===== src/rtl/hazard_scoreboard_pkg.sv =====
// Shared constants for the MIPS D-stage hazard decode and the hazard scoreboard:
// forward-select encoding and the T_use / T_new code points.
package hazard_scoreboard_pkg;

  localparam int REG_AW = 5;
  localparam int TW     = 2;

  typedef enum logic [1:0] {
    FWD_NONE = 2'b00,
    FWD_E    = 2'b01,
    FWD_M    = 2'b10,
    FWD_W    = 2'b11
  } fwd_sel_t;

  localparam logic [TW-1:0] TUSE_NONE = 2'b11;
  localparam logic [TW-1:0] TNEW_NONE = 2'd0;
  localparam logic [TW-1:0] TNEW_JAL  = 2'd1;
  localparam logic [TW-1:0] TNEW_ALU  = 2'd2;
  localparam logic [TW-1:0] TNEW_LW   = 2'd3;

endpackage


===== src/rtl/hazard_fwd_sel.sv =====
// Forward select for one consumer register address against the E, M and W
// producers, newest first. Unused producer slots are tied to address 0.
module hazard_fwd_sel
  import hazard_scoreboard_pkg::*;
#(
  parameter int REG_AW = hazard_scoreboard_pkg::REG_AW,
  parameter int TW     = hazard_scoreboard_pkg::TW
) (
  input  logic [REG_AW-1:0] addr,
  input  logic [REG_AW-1:0] e_a3,
  input  logic [TW-1:0]     e_tnew,
  input  logic [REG_AW-1:0] m_a3,
  input  logic [TW-1:0]     m_tnew,
  input  logic [REG_AW-1:0] w_a3,
  input  logic [TW-1:0]     w_tnew,
  output logic [1:0]        sel
);

  // The newest matching producer decides; if its value is not ready yet,
  // older copies of the register are stale and must not be forwarded.
  // NOTE: sel gets a default before the if-chain, so no path leaves it unassigned and no latch is inferred.
  always_comb begin
    sel = FWD_NONE;
    if (addr != '0) begin
      if (addr == e_a3)      sel = (e_tnew == '0) ? FWD_E : FWD_NONE;
      else if (addr == m_a3) sel = (m_tnew == '0) ? FWD_M : FWD_NONE;
      else if (addr == w_a3) sel = (w_tnew == '0) ? FWD_W : FWD_NONE;
    end
  end

endmodule


===== src/rtl/hazard_scoreboard.sv =====
// Tracks in-flight producers through E/M/W and derives the D-stage stall and
// the forward selects for the D, E and M consumers.
module hazard_scoreboard
  import hazard_scoreboard_pkg::*;
#(
  parameter int REG_AW = hazard_scoreboard_pkg::REG_AW,
  parameter int TW     = hazard_scoreboard_pkg::TW
) (
  input  logic              clk,
  input  logic              reset,
  input  logic [REG_AW-1:0] D_rs,
  input  logic [REG_AW-1:0] D_rt,
  input  logic [REG_AW-1:0] D_A3,
  input  logic [TW-1:0]     T_use_rs,
  input  logic [TW-1:0]     T_use_rt,
  input  logic [TW-1:0]     D_T_new,
  output logic              stall,
  output logic [1:0]        fwd_D_rs,
  output logic [1:0]        fwd_D_rt,
  output logic [1:0]        fwd_E_rs,
  output logic [1:0]        fwd_E_rt,
  output logic [1:0]        fwd_M_rt
);

  localparam logic [REG_AW-1:0] NO_REG  = '0;
  localparam logic [TW-1:0]     TNEW_Z  = '0;

  logic [REG_AW-1:0] e_rs, e_rt, e_a3, m_rt, m_a3, w_a3;
  logic [TW-1:0]     e_tnew, m_tnew, w_tnew;

  function automatic logic [TW-1:0] dec(input logic [TW-1:0] x);
    return (x == '0) ? '0 : x - 1'b1;
  endfunction

  // NOTE: all stage state uses non-blocking assignments so every stage samples the pre-edge values of the stage before it.
  always_ff @(posedge clk) begin
    if (!reset) begin
      e_rs   <= '0;
      e_rt   <= '0;
      e_a3   <= '0;
      e_tnew <= '0;
      m_rt   <= '0;
      m_a3   <= '0;
      m_tnew <= '0;
      w_a3   <= '0;
      w_tnew <= '0;
    end else begin
      m_rt   <= e_rt;
      m_a3   <= e_a3;
      m_tnew <= dec(e_tnew);
      w_a3   <= m_a3;
      w_tnew <= dec(m_tnew);
      if (stall) begin
        e_rs   <= '0;
        e_rt   <= '0;
        e_a3   <= '0;
        e_tnew <= '0;
      end else begin
        e_rs   <= D_rs;
        e_rt   <= D_rt;
        e_a3   <= D_A3;
        e_tnew <= dec(D_T_new);
      end
    end
  end

  // A D operand stalls when a producer in E or M will not have its result
  // by the time the operand is consumed; $0 never matches.
  logic stall_rs_e, stall_rs_m, stall_rt_e, stall_rt_m;

  always_comb begin
    stall_rs_e = (D_rs != '0) && (D_rs == e_a3) && (T_use_rs < e_tnew);
    stall_rs_m = (D_rs != '0) && (D_rs == m_a3) && (T_use_rs < m_tnew);
    stall_rt_e = (D_rt != '0) && (D_rt == e_a3) && (T_use_rt < e_tnew);
    stall_rt_m = (D_rt != '0) && (D_rt == m_a3) && (T_use_rt < m_tnew);
    stall      = stall_rs_e | stall_rs_m | stall_rt_e | stall_rt_m;
  end

  hazard_fwd_sel #(.REG_AW(REG_AW), .TW(TW)) u_fwd_d_rs (
    .addr(D_rs), .e_a3(e_a3), .e_tnew(e_tnew), .m_a3(m_a3), .m_tnew(m_tnew),
    .w_a3(w_a3), .w_tnew(w_tnew), .sel(fwd_D_rs)
  );

  hazard_fwd_sel #(.REG_AW(REG_AW), .TW(TW)) u_fwd_d_rt (
    .addr(D_rt), .e_a3(e_a3), .e_tnew(e_tnew), .m_a3(m_a3), .m_tnew(m_tnew),
    .w_a3(w_a3), .w_tnew(w_tnew), .sel(fwd_D_rt)
  );

  // The E consumer cannot forward from itself, so its E slot is tied off.
  hazard_fwd_sel #(.REG_AW(REG_AW), .TW(TW)) u_fwd_e_rs (
    .addr(e_rs), .e_a3(NO_REG), .e_tnew(TNEW_Z), .m_a3(m_a3), .m_tnew(m_tnew),
    .w_a3(w_a3), .w_tnew(w_tnew), .sel(fwd_E_rs)
  );

  hazard_fwd_sel #(.REG_AW(REG_AW), .TW(TW)) u_fwd_e_rt (
    .addr(e_rt), .e_a3(NO_REG), .e_tnew(TNEW_Z), .m_a3(m_a3), .m_tnew(m_tnew),
    .w_a3(w_a3), .w_tnew(w_tnew), .sel(fwd_E_rt)
  );

  hazard_fwd_sel #(.REG_AW(REG_AW), .TW(TW)) u_fwd_m_rt (
    .addr(m_rt), .e_a3(NO_REG), .e_tnew(TNEW_Z), .m_a3(NO_REG), .m_tnew(TNEW_Z),
    .w_a3(w_a3), .w_tnew(w_tnew), .sel(fwd_M_rt)
  );

endmodule


===== config.mk =====
export PLATFORM = sky130hd
export DESIGN_NAME = hazard_scoreboard
export DESIGN_NICKNAME = d
export VERILOG_FILES = /design/src/rtl/hazard_scoreboard_pkg.sv /design/src/rtl/hazard_fwd_sel.sv /design/src/rtl/hazard_scoreboard.sv
export SDC_FILE = /design/constraint.sdc
export NUM_CORES = 1
export LEC_CHECK = 0
export CORE_AREA = 5 5 72 74
export DETAILED_ROUTE_END_ITERATION = 16
export DIE_AREA = 0 0 77 79
export PLACE_DENSITY_LB_ADDON = 0.1
export SYNTH_ARGS = -nofsm -noshare
export SYNTH_HDL_FRONTEND = slang
export SYNTH_SLANG_ARGS = --single-unit
export TNS_END_PERCENT = 100

===== constraint.sdc =====
create_clock -name clk -period 4.66 [get_ports clk]
set_input_delay 0.699 -clock clk [delete_from_list [all_inputs] [get_ports clk]]
set_output_delay 0.699 -clock clk [all_outputs]
set_load 0.02 [all_outputs]

== Word level (Yosys, flattened, before mapping) ==
Cells that the tools add are included.

* Flip-flop bits (word level): 36
* Input bits: 23
* Output and inout bits: 11
* Word-level logic and storage cells: 77

* Add/subtract/negate cells: 3
* Magnitude comparators: 4
* Eq/ne operators: 11
* Mux-type cells: 22
* Bitwise operators: 4
* Reduce and logical (&&, ||, !) cells: 24

{| class="wikitable"
|+ Operators with widths
! kind !! number
|-
| equality test 5 bit || 11
|-
| two-way mux 2 bit || 21
|-
| nonzero test 5 bit || 5
|-
| zero test 5 bit || 3
|-
| logical AND 1 bit || 8
|-
| zero test 2 bit || 4
|-
| < comparator 2 bit || 4
|-
| OR reduction 2 bit || 3
|-
| subtractor 2 x 1 -> 2 bit, second input constant || 3
|-
| OR 1 bit || 3
|-
| OR reduction 3 bit || 1
|-
| two-way mux 1 bit || 1
|-
| NOT 1 bit || 1
|}

== Depth between registers and ports, before layout ==
* Depth after elaboration: 7
* Depth in mapped cells: 7
* Depth with buffers taken out: 6

== Hierarchy ==
From an unflattened synthesis, not the netlist that was laid out.

* Cells, all modules: 308
* Area total of the unflattened synthesis: 2,656.3 µm²

{| class="wikitable"
|+ Modules (own cells, without submodules)
! module !! times used !! cells each !! area an instance (µm²) !! seq. area each (µm²)
|-
| hazard_scoreboard || 1 || 153 || 1,524.0 || 720.7
|-
| hazard_fwd_sel || 5 || 31 || 226.5 || 0.0
|}

== Worst setup path after synthesis ==
OpenSTA, ideal clock, no wires.

* Path type: input to output
* Start: input D_rt[0]
* End: output fwd_D_rt[1]
* Data arrival time: 2.155 ns
* Required time: 3.961 ns
* Path slack: 1.806 ns
* Stages: 6
* Buffers on the path: 1
* Path through: clkbuf_2 xor2_1 nor2_4 a2111oi_2 a31oi_1 a311oi_1

* Longest elaborated chain between the ends: 5
* Elaborated cells between the ends (all ways): 8
* Classes of those cells: eq/ne (3); mux (4); reduce/logical (1)

{| class="wikitable"
|+ RTL lines
! what !! RTL line !! text
|-
| start: declaration || hazard_scoreboard.sv:12 || <nowiki>input logic [REG_AW-1:0] D_rt,</nowiki>
|-
| equality test 5 bit || hazard_fwd_sel.sv:27 || <nowiki>else if (addr == w_a3) sel = (w_tnew == '0) ? FWD_W : FWD_NONE;</nowiki>
|-
| two-way mux 2 bit || hazard_fwd_sel.sv:27 ||
|-
| two-way mux 2 bit || hazard_fwd_sel.sv:26 || <nowiki>else if (addr == m_a3) sel = (m_tnew == '0) ? FWD_M : FWD_NONE;</nowiki>
|-
| two-way mux 2 bit || hazard_fwd_sel.sv:25 || <nowiki>if (addr == e_a3) sel = (e_tnew == '0) ? FWD_E : FWD_NONE;</nowiki>
|-
| two-way mux 2 bit * || hazard_fwd_sel.sv:24 || <nowiki>if (addr != '0) begin</nowiki>
|-
| end: declaration || hazard_scoreboard.sv:19 || <nowiki>output logic [1:0] fwd_D_rt,</nowiki>
|}

Mark *: on every way between the ends. The rest lies on a longest branch, timed or not.

== Final worst setup path ==
* Start: input D_rs[4]
* End: output stall

* Longest elaborated chain between the ends: 6
* Elaborated cells between the ends (all ways): 10
* Classes of those cells: eq/ne (2); bitwise (3); reduce/logical (5)

{| class="wikitable"
|+ RTL lines
! what !! RTL line !! text
|-
| start: declaration || hazard_scoreboard.sv:11 || <nowiki>input logic [REG_AW-1:0] D_rs,</nowiki>
|-
| equality test 5 bit (tied with other cells) || hazard_scoreboard.sv:72 || <nowiki>stall_rs_e = (D_rs != '0) && (D_rs == e_a3) && (T_use_rs < e_tnew);</nowiki>
|-
| logical AND 1 bit, on equally long branches (2 in series) || hazard_scoreboard.sv:72, hazard_scoreboard.sv:73 ||
|-
| OR 1 bit * (3 in series) || hazard_scoreboard.sv:76 || <nowiki>stall = stall_rs_e | stall_rs_m | stall_rt_e | stall_rt_m;</nowiki>
|-
| end: declaration || hazard_scoreboard.sv:17 || <nowiki>output logic stall,</nowiki>
|}

Marks and branches as above.

==> flow_summary.yaml <==
power:
  ir_worst_vdd_uv: 137
  p_sw_share_pct: 28.8
  p_comb_share_pct: 22.9
  switching_power_uw: 214
  p_int_uw: 530
  p_leak_uw: 0.00111
  powerDensity_nw_per_um2: 290
  pwr-share-clk_pct: 30.5
  seqPwrFrac_pct: 46.6
  power_uw: 744
detailed_routing:
  drt-total-wl_um: 4880
  drt_drc_violations_left: 0
  drt_first_pass_iters: 4
  wire_per_inst_um: 15.4
  vias: 1638
  drtIter0Drc: 91
  drtAntennaViolNets: 0
  vias_per_cell: 5.18
min_path:
  min_from: "m_tnew[0]"
  hp-class: "flip-flop to flip-flop"
  hold_depth: 1
  whs_endpoint: "w_tnew[0]"
clock_tree:
  cts_hold_buf: 0
  post-cts-setup-buffer-count: 0
  cts_resized: 0
  root_buffer: "clkbuf_8"
  h-tree-depth: 2
  cts_sinks: 36
  cts_buffers: 5
  clock_latency_ps: 280
  clkTransAtPathRegs_ps: 70
  cts.path.max_buffers: 2
  cts_tree: "yes"
die:
  ioPinCount: 34
  die_w_um: 77
  rows: 25
  start_util_pct: 48.6
  die_y_um: 79
  die_area_um2: 6080
  core-area_um2: 4540
final_layout:
  layout.cell_area.non_filler_um2: 2570
  n_antenna_cell: 0
  drive_gt1_share_pct: 13.7
  final_cell_mix: "dfxtp_1, xor2_1, clkdlybuf4s50_1, xnor2_1, nand2_1"
  final_common_cell: "dfxtp_1"
  seq_area_um2: 721
  nNetsFinal: 291
  num-fill-cells: 426
  synthToLayoutAreaGrowth_pct: 16.5
  multiInputGateArea_um2: 1320
  final_core_util_pct: 56.6
setup_path:
  critical_path.max_fanout: 18
  crit_top_cell: "clkdlybuf4s50_1"
  rrSetupSlack_ps: 2710
  crit_type: "input pin to primary output"
  rr_startpoint: "m_a3[2]"
  reg2reg_to: "e_rt[4]"
  crit_required_ps: 3960
  crit_path_start_kind: "input pin"
  crit_chain: "clkdlybuf4s50_1 -> xor2_1 -> nor3_2 -> nand4b_2 -> a21oi_4 -> or2_2 -> clkdlybuf4s50_1"
  endpoint_kind: "primary output"
  reg2regPathDepth: 5
  cp.arrival_ps: 3250
  slowest_delay_ps: 600
  crit_path_top_delay_cell: "clkdlybuf4s50_1"
sta:
  finalMaxSlewViolations: 0
  setup_viol: 0
  finalHoldViolCount: 0
  worst_pin_slew_ps: 1080
  fin_crit_ps: 3950
  max_freq_ghz: 0.253
  grt_setup_unrepaired: "no"
  fin_setup_tns_ps: 0
  fin_crit_sh_pct: 84.8
  clock_skew_ps: 4.85
  max_slew_margin_pct: 27.6
synth:
  syn_inst: 238
  syn_area_um2: 2200
  yosysWarnings: 0
  yosysSeqAreaShare_pct: 32.7
  yosysUniqueCellTypes: 36
  synth_nets: 268
  syn_avg_cell_area_um2: 9.25
  ys_ff_latch: 36
place:
  gp_congestion: 0.782
  dpl_cell_area_um2: 2470
  port_buffers: 33
  hpwl_um: 3620
grt:
  grt_usage_pct: 16.4
  grt_pass1_wl_um: 7650
  grt_overflow: 0
  antenna_found_initial: 0
  grt_max_degree: 34
  first_global_vias: 1550
flow_run:
  maxCapViolCount: 0
outcome:
  outcome: "completed"
final cells by class:
class	instances	area share, %
tap	54	2.63
multi-input combinational	178	51.6
sequential	36	28.1
timing repair buffer	34	13.2
inverter	6	0.878
clock buffer	7	3.36
clock inverter	1	0.293
stage by stage:
stage	instances	worst slack, ps	hold WS (ps)
after floorplan	238	1810	392
after global placement	308	741	408
after detailed placement	308	726	413
after CTS	316	712	424
after global routing	316	575	435
final	316	706	414
power by group through the flow:
stage               clock (uW)  combinational [uW]  sequential, uW
floorplan                    0                 122             343
detailed placement           0                 171             354
global route               248                 187             349
CTS                        233                 172             347
global placement             0                 170             354
finish                     227                 170             347
flip-flops by register name, indices dropped and copies added (netlist names):
signal,count
e_rs,5
m_rt,5
e_tnew,2
m_tnew,2
e_a3,5
w_tnew,2
m_a3,5
e_rt,5
w_a3,5
kinds of logic (layout without fill, tap and decap cells):
group | count (synthesis) | in the layout | synth area share, %
xor gates and xnor gates | 54 | 54 | 21.8
AOI/OAI and AO/OA | 15 | 15 | 6.14
buffers and inverters | 24 | 48 | 7.16
muxes | 2 | 2 | 0.909
adders and majority gates | 7 | 7 | 3.98
and+or+nand+nor | 100 | 100 | 27.3
DFF | 36 | 36 | 32.7
worst max-delay path, delay by kind of cell:
family                    cells  cell delay [ps]
xor gates and xnor gates      1              190
buffers and inverters         2             1110
and+or+nand+nor               3              700
AOI/OAI and AO/OA             1              550
per-layer routing:
metal	up-vias	share of wire [%]	track usage [%]
li1	837	-	-
met1	759	48	22.0
met2	36	45	26.3
met3	6	5.7	4.08
met4	0	1.0	4.12
met5	-	0	0
synthesized netlist by cell type:
cell type / count / share of area, %
buf_4: 1 / 0.34
inv_1: 6 / 1.0
nand2b_1: 5 / 1.4
a311oi_1: 2 / 0.80
o21ai_0: 2 / 0.45
nor4_1: 8 / 2.3
clkbuf_2: 1 / 0.23
nand4b_2: 2 / 1.4
nor3_2: 12 / 5.5
nand4_1: 4 / 1.1
ha_1: 7 / 4.0
a31o_2: 2 / 0.80
and2_2: 1 / 0.34
nand2_1: 19 / 3.2
xor2_2: 1 / 0.74
nor2_4: 1 / 0.51
buf_6: 2 / 1.0
clkbuf_1: 8 / 1.4
nand3_1: 5 / 1.1
dfxtp_1: 36 / 33
nor2_1: 12 / 2.0
buf_2: 3 / 0.68
xnor2_1: 19 / 7.6
or4_1: 2 / 0.68
or2_2: 2 / 0.57
nor2_2: 3 / 0.85
buf_12: 2 / 1.8
nor3_1: 10 / 2.3
and2_1: 14 / 4.0
a2111oi_2: 2 / 1.4
mux2i_1: 2 / 0.91
xor2_1: 34 / 14
a21oi_4: 2 / 1.5
a31oi_1: 2 / 0.57
buf_8: 1 / 0.68
a21oi_1: 3 / 0.68
worst max-delay path by stage:
stage	start	endpoint	slack (ps)	cells after the start
2_1_floorplan	D_rt[0]	fwd_D_rt[1]	1810	6
3_3_place_gp	D_rs[4]	stall	740	7
3_5_place_dp	D_rs[4]	stall	730	7
4_1_cts	D_rs[4]	stall	710	7
5_1_grt	D_rs[4]	stall	580	7
6_report	D_rs[4]	stall	710	7
Note: power is estimated with default switching activity, not from simulation.
